===== config.mk =====
export PLATFORM = sky130hd
export DESIGN_NAME = shiftadd_mac_fx
export DESIGN_NICKNAME = d
export VERILOG_FILES = /design/src/rtl/shiftadd_mac_fx.sv
export SDC_FILE = /design/constraint.sdc
export NUM_CORES = 1
export LEC_CHECK = 0
export CAP_MARGIN = 10
export CELL_PAD_IN_SITES_DETAIL_PLACEMENT = 2
export CELL_PAD_IN_SITES_GLOBAL_PLACEMENT = 2
export CORE_MARGIN = 5
export CORE_UTILIZATION = 34
export CTS_CLUSTER_SIZE = 20
export DETAILED_ROUTE_END_ITERATION = 10
export PLACE_DENSITY = 0.84
export SLEW_MARGIN = 20
export SYNTH_ARGS = -nofsm -noshare
export SYNTH_HDL_FRONTEND = slang
export SYNTH_SLANG_ARGS = --single-unit

===== constraint.sdc =====
create_clock -name clk -period 8 [get_ports clk]
set_input_delay 1.6 -clock clk [delete_from_list [all_inputs] [get_ports clk]]
set_output_delay 1.6 -clock clk [all_outputs]
set_load 0.1 [all_outputs]

===== src/rtl/shiftadd_mac_fx.sv =====
`timescale 1ns/1ps
// Radix-2 shift-and-add signed multiplier with valid/ready handshake.
// Produces a full 2W-bit product and a rounded, FRAC-shifted, saturated W-bit result.
module shiftadd_mac_fx #(
  parameter int W         = 16,
  parameter int FRAC      = 0,
  parameter int ZERO_SKIP = 1
) (
  input  logic           clk,
  input  logic           reset,
  input  logic           in_valid,
  output logic           in_ready,
  input  logic [W-1:0]   a,
  input  logic [W-1:0]   b,
  output logic           out_valid,
  input  logic           out_ready,
  output logic [2*W-1:0] p,
  output logic [W-1:0]   q,
  output logic           ovf
);

  localparam int CW = $clog2(W + 1);
  localparam logic [2*W:0] HALF = ((2*W+1)'(1) << FRAC) >> 1;
  localparam logic signed [2*W:0] Q_MAX = {{(W+2){1'b0}}, {(W-1){1'b1}}};
  localparam logic signed [2*W:0] Q_MIN = {{(W+2){1'b1}}, {(W-1){1'b0}}};

  typedef enum logic [1:0] {IDLE, RUN, FIX, DONE} state_t;

  state_t          state_q, state_d;
  logic [W-1:0]    mcand_q, mcand_d;
  logic [W-1:0]    mplr_q, mplr_d;
  logic [W-1:0]    acc_q, acc_d;
  logic            neg_q, neg_d;
  logic [CW-1:0]   cnt_q, cnt_d;
  logic [2*W-1:0]  p_q, p_d;
  logic [W-1:0]    q_q, q_d;
  logic            ovf_q, ovf_d;

  logic [W:0]             sum;
  logic [2*W-1:0]         mag;
  logic [2*W-1:0]         p_fix;
  logic signed [2*W:0]    r_s;
  logic signed [2*W:0]    s_s;

  always_comb begin
    state_d = state_q;
    mcand_d = mcand_q;
    mplr_d  = mplr_q;
    acc_d   = acc_q;
    neg_d   = neg_q;
    cnt_d   = cnt_q;
    p_d     = p_q;
    q_d     = q_q;
    ovf_d   = ovf_q;

    sum   = {1'b0, acc_q} + {1'b0, (mplr_q[0] ? mcand_q : {W{1'b0}})};
    mag   = {acc_q, mplr_q};
    p_fix = neg_q ? -mag : mag;
    r_s   = $signed({p_fix[2*W-1], p_fix}) + $signed(HALF);
    s_s   = r_s >>> FRAC;

    case (state_q)
      IDLE: begin
        if (in_valid) begin
          mcand_d = a[W-1] ? -a : a;
          mplr_d  = b[W-1] ? -b : b;
          neg_d   = a[W-1] ^ b[W-1];
          acc_d   = '0;
          cnt_d   = '0;
          state_d = RUN;
        end
      end
      RUN: begin
        // Two zero multiplier bits need no add, so both can be retired in one step.
        if (ZERO_SKIP != 0 && mplr_q[1:0] == 2'b00 && cnt_q <= CW'(W - 2)) begin
          {acc_d, mplr_d} = {2'b00, acc_q, mplr_q[W-1:2]};
          cnt_d = cnt_q + CW'(2);
        end else begin
          {acc_d, mplr_d} = {sum, mplr_q[W-1:1]};
          cnt_d = cnt_q + CW'(1);
        end
        if (cnt_d == CW'(W)) state_d = FIX;
      end
      FIX: begin
        p_d = p_fix;
        if (s_s > Q_MAX) begin
          q_d   = Q_MAX[W-1:0];
          ovf_d = 1'b1;
        end else if (s_s < Q_MIN) begin
          q_d   = Q_MIN[W-1:0];
          ovf_d = 1'b1;
        end else begin
          q_d   = s_s[W-1:0];
          ovf_d = 1'b0;
        end
        state_d = DONE;
      end
      DONE: begin
        if (out_ready) state_d = IDLE;
      end
      default: state_d = IDLE;
    endcase
  end

  always_ff @(posedge clk or negedge reset) begin
    if (!reset) begin
      state_q <= IDLE;
      mcand_q <= '0;
      mplr_q  <= '0;
      acc_q   <= '0;
      neg_q   <= 1'b0;
      cnt_q   <= '0;
      p_q     <= '0;
      q_q     <= '0;
      ovf_q   <= 1'b0;
    end else begin
      state_q <= state_d;
      mcand_q <= mcand_d;
      mplr_q  <= mplr_d;
      acc_q   <= acc_d;
      neg_q   <= neg_d;
      cnt_q   <= cnt_d;
      p_q     <= p_d;
      q_q     <= q_d;
      ovf_q   <= ovf_d;
    end
  end

  assign in_ready  = (state_q == IDLE);
  assign out_valid = (state_q == DONE);
  assign p         = p_q;
  assign q         = q_q;
  assign ovf       = ovf_q;

endmodule


; Yosys cells after proc, flatten, opt, wreduce, memory -nomap -nowiden
; Index checks and enable logic that the tools add are counted.
[word_totals]
regBits = 105
in_bits = 36
out_inout_bits = 51
elab_cells = 55
[op_classes]
addsub = 6
order_cmp = 3
eq_ne = 7
muxes = 22
n_bitwise = 1
n_reduce_logical = 7
[ops]
columns = op, count
row1 = 16-bit 2-to-1 mux, 9
row2 = 16-bit one-hot mux with 2 select lines, 2
row3 = 32-bit by 16-bit > comparator with 1-bit output (second input constant), 1
row4 = 32-bit by 16-bit < comparator with 1-bit output (second input constant), 1
row5 = 32-bit 2-to-1 mux, 1
row6 = 16-bit negation, 2
row7 = 32-bit negation, 1
row8 = 16-bit by 16-bit adder with 17-bit output, 1
row9 = 5-bit 2-to-1 mux, 3
row10 = 5-bit one-hot mux with 2 select lines, 1
row11 = 2-bit one-hot mux with 4 select lines, 1
row12 = 2-bit 2-to-1 mux, 3
row13 = 5-bit by 1-bit adder with 5-bit output (second input constant), 1
row14 = 5-bit by 2-bit adder with 5-bit output (second input constant), 1
row15 = 5-bit == test (second input constant), 1
row16 = 5-bit by 4-bit less-or-equal comparator with 1-bit output (second input constant), 1
row17 = 2-bit == test (second input constant), 2
row18 = 2-bit zero test, 2
row19 = 2-bit != test (second input constant), 2
row20 = 2-bit AND reduction, 2
row21 = 3-bit AND reduction, 1
row22 = 2-bit by 1-bit == test with 1-bit output (second input constant), 1
row23 = 1-bit 2-to-1 mux, 2
row24 = 2-bit by 1-bit != test with 1-bit output (second input constant), 1
row25 = other kinds (3), 3

; Depth between registers and ports, before layout
[logic_depth]
ltp_word = 7
mapped_depth = 13
depth_no_buf = 11

; Worst setup path before layout
; Ideal clock, no wire load.
[synth_timing]
path_type = input port to flip-flop
startpoint = input b[4]
endpoint = register mplr_q[13]
arrival_time_ps = 3276
path_slack_ps = 4641
path_stages = 8
cell_sequence = or4_1 > nor2_1 > nand2_1 > or3_1 > o31ai_1 > xnor2_1 > o21ai_0 > o21ai_0
[synth_between]
elab_chain_cells = 4
[synth_rtl]
columns = element, line_no
row1 = from (decl), 14  ; input logic [W-1:0] b,
row2 = 16-bit negation, 66  ; mplr_d = b[W-1] ? -b : b;
row3 = 16-bit 2-to-1 mux, 66
row4 = 16-bit 2-to-1 mux, 64  ; if (in_valid) begin
row5 = 16-bit one-hot mux with 2 select lines, 62  ; case (state_q)
row6 = to (signal assigned), 119  ; mplr_q <= mplr_d;
row7 = to (decl), 31  ; logic [W-1:0] mplr_q, mplr_d;
; No other way between the ends. The select of a mux whose other input is x is not followed.
; A chain may end at the register's enable or synchronous reset.

; Final worst setup path
[layout_timing]
startpoint = register state_q[0]
endpoint = output in_ready
[layout_between]
elab_chain_cells = 1
[layout_rtl]
columns = element, line_no
row1 = from (decl), 29  ; state_t state_q, state_d;
row2 = from (signal assigned), 117  ; state_q <= state_d;
row3 = 2-bit zero test, 129  ; assign in_ready = (state_q == IDLE);
row4 = to (decl), 12  ; output logic in_ready,
; No other way between the ends.

==> results_dict.tcl <==
set metrics [dict create \
    cts.clk_slew.worst_paths_ps 80 \
    r2r-end "q[0]" \
    worstSetupStartpoint "state_q[0]" \
    worstHoldStart "mcand_q[3]" \
    met3_length_um 544 \
    top_layer "met4" \
    drtIter0Drc 324 \
    cts_buffers 9 \
    synth_flop_cell "dfrtp_1" \
    clk_latency_ps 370 \
    synth_area_sq_um 6970 \
    numClockSinks 105 \
    r2r_start "mplr_q[0]" \
    place.gp.congestion 0.779 \
    track_usage_pct 19.5 \
    fp.dieW_um 153 \
    fin_crit_sh_pct 50.3 \
    via_per_inst 5.47 \
    cp.required_ps 6400 \
    finalMaxSlewViolations 0 \
    setup-violations-final 0 \
    wl_per_cell_um 19.6 \
    drive_gt1_share_pct 4.97 \
    ys_ff_latch 105 \
    maxCapViolations 0 \
    cp_max_fo 5 \
    rsz0062_at_grt "false" \
    reg2reg_depth 10 \
    overflow 0 \
    syn_inst 837 \
    synth_nets 900 \
    die_h_um 153 \
    antennaDiodeCount 0 \
    io_buffers 86 \
    fin_setup_tns_ps 0 \
    dr.pass1.iters 4 \
    wirelength_mm 22.6 \
    area_delta_synth_final_pct 18.9 \
    grt_pass1_wl_mm 38.1 \
    yosysWarningCount 0 \
    status "finished, final reports clean" \
    num-fill-cells 2275 \
    min_path_type "reg2reg" \
    nNetsFinal 943 \
    initial_core_util_pct 34.4 \
    critPathLaunchType "register" \
    coreArea_sq_um 20200 \
    worst_slew_pin_slew_ps 1030 \
    post_cts_buffers 0 \
    synth_edf_count 0 \
    reg2reg_slack_ps 4040 \
    cts_resized 0 \
    ctsHtreeMaxLevel 3 \
    route.vias.total 6318 \
    cts_max_path_buffers 2 \
    finalCriticalPeriod_ps 4020 \
    crit_end "in_ready" \
    max_slew_margin_pct 31.3 \
    ys_seq_area_share_pct 37.7 \
    layout_commonest_cell "nand2_1" \
    ant_nets 0 \
    fmax_mhz 249 \
    grt_pass1_vias 6887 \
    dieArea_sq_um 23500 \
    arrival_ps 2420 \
    critPathCaptureType "output pin" \
    grt_max_degree 83 \
    ios 87 \
    synth_cell_types 67 \
    drc 0 \
    ys_async_sr_fraction_pct 100 \
    syn_avg_cell_area_sq_um 8.32 \
    cts_hold_buf 0 \
    wl_met2_mm 11.1 \
    rows 52 \
    fin_skew_ps 10.8 \
    cts_root_buffer "clkbuf_16" \
    crit_type "reg2out" \
    antenna_found_initial 0 \
    cts_tree "done" \
    hold_viol_final 0 \
    hpwl_mm 16.5 \
    layout_common_cells "123 x nand2_1, 105 x dfrtp_1, 85 x clkdlybuf4s50_1" \
    wl_met1_mm 10.7 \
]
## per-stage QoR
| step | std cells | util [%] | setup slack (ps) | hold slack (ps) | area (sq um) |
|---|---|---|---|---|---|
| detailed placement | 1139 | 39.5 | 3940 | 466 | 7990 |
| finish | 1155 | 41.0 | 3980 | 476 | 8290 |
| floorplan | 837 | - | 4640 | 442 | 6970 |
| CTS | 1155 | 41.0 | 3940 | 484 | 8290 |
| global placement | 1139 | 39.5 | 4000 | 459 | 7990 |
| global route | 1155 | 41.0 | 3740 | 503 | 8290 |
## sequential cells by signal, indices dropped and copies added (netlist names)
| register | count |
|---|---|
| neg_q | 1 |
| mcand_q | 16 |
| mplr_q | 16 |
| acc_q | 16 |
| ovf | 1 |
| p | 32 |
| q | 16 |
| state_q | 2 |
| cnt_q | 5 |
## worst max-delay path, stage by stage, from the launching register on
cell and delay, ps:
dfrtp_1 410, inv_1 120, ha_1 330, clkdlybuf4s50_1 1190
## how the worst min path moves through the flow
stage,endpoint,cells past startpoint
finish,mcand_q[3],2
detailed placement,mcand_q[6],2
global route,p[31],1
floorplan,mcand_q[0],2
CTS,mcand_q[6],2
global placement,mcand_q[10],2
## routing by layer
layer	vias to the layer above	GRT usage, %
met5	-	0
met1	3198	26.5
met2	77	33.3
li1	3026	-
met3	17	2.46
met4	0	4.75
## cell usage after synthesis, drive strengths merged (18+ instances only)
master | n | share of area, %
a21oi | 50 | 3.6
nand2 | 123 | 6.6
o21ai | 84 | 6.0
and2 | 18 | 1.6
dfrtp | 105 | 38
nor2 | 83 | 4.5
ha | 26 | 4.7
nand3 | 25 | 1.8
xnor2 | 26 | 3.3
clkbuf | 51 | 2.8
xor2 | 46 | 5.8
inv | 20 | 1.1
## final cells by class
class | count | area (sq um) | area share (%)
clock inverters | 7 | 72.6 | 0.876
well taps | 270 | 338 | 4.08
multi-input cells | 652 | 4050 | 48.8
flip-flops and latches | 105 | 2630 | 31.7
clock buffers | 9 | 225 | 2.72
repair buffers | 92 | 903 | 10.9
inverters | 20 | 75.1 | 0.906
## kinds of logic after synthesis
| kind of cell | after synthesis | share of synthesized area (%) |
|---|---|---|
| AND/OR/NAND/NOR | 319 | 21.6 |
| AO/OA/AOI/OAI | 224 | 20.5 |
| flip-flops | 105 | 37.7 |
| buffers and inverters | 80 | 4.69 |
| XOR/XNOR | 72 | 9.05 |
| adder cells (fa/ha/maj) | 27 | 4.96 |
| multiplexers | 10 | 1.49 |
Power is left out: the tool's default activity adds up to more than one toggle a clock period on the data nets, which glitch-free logic cannot reach.
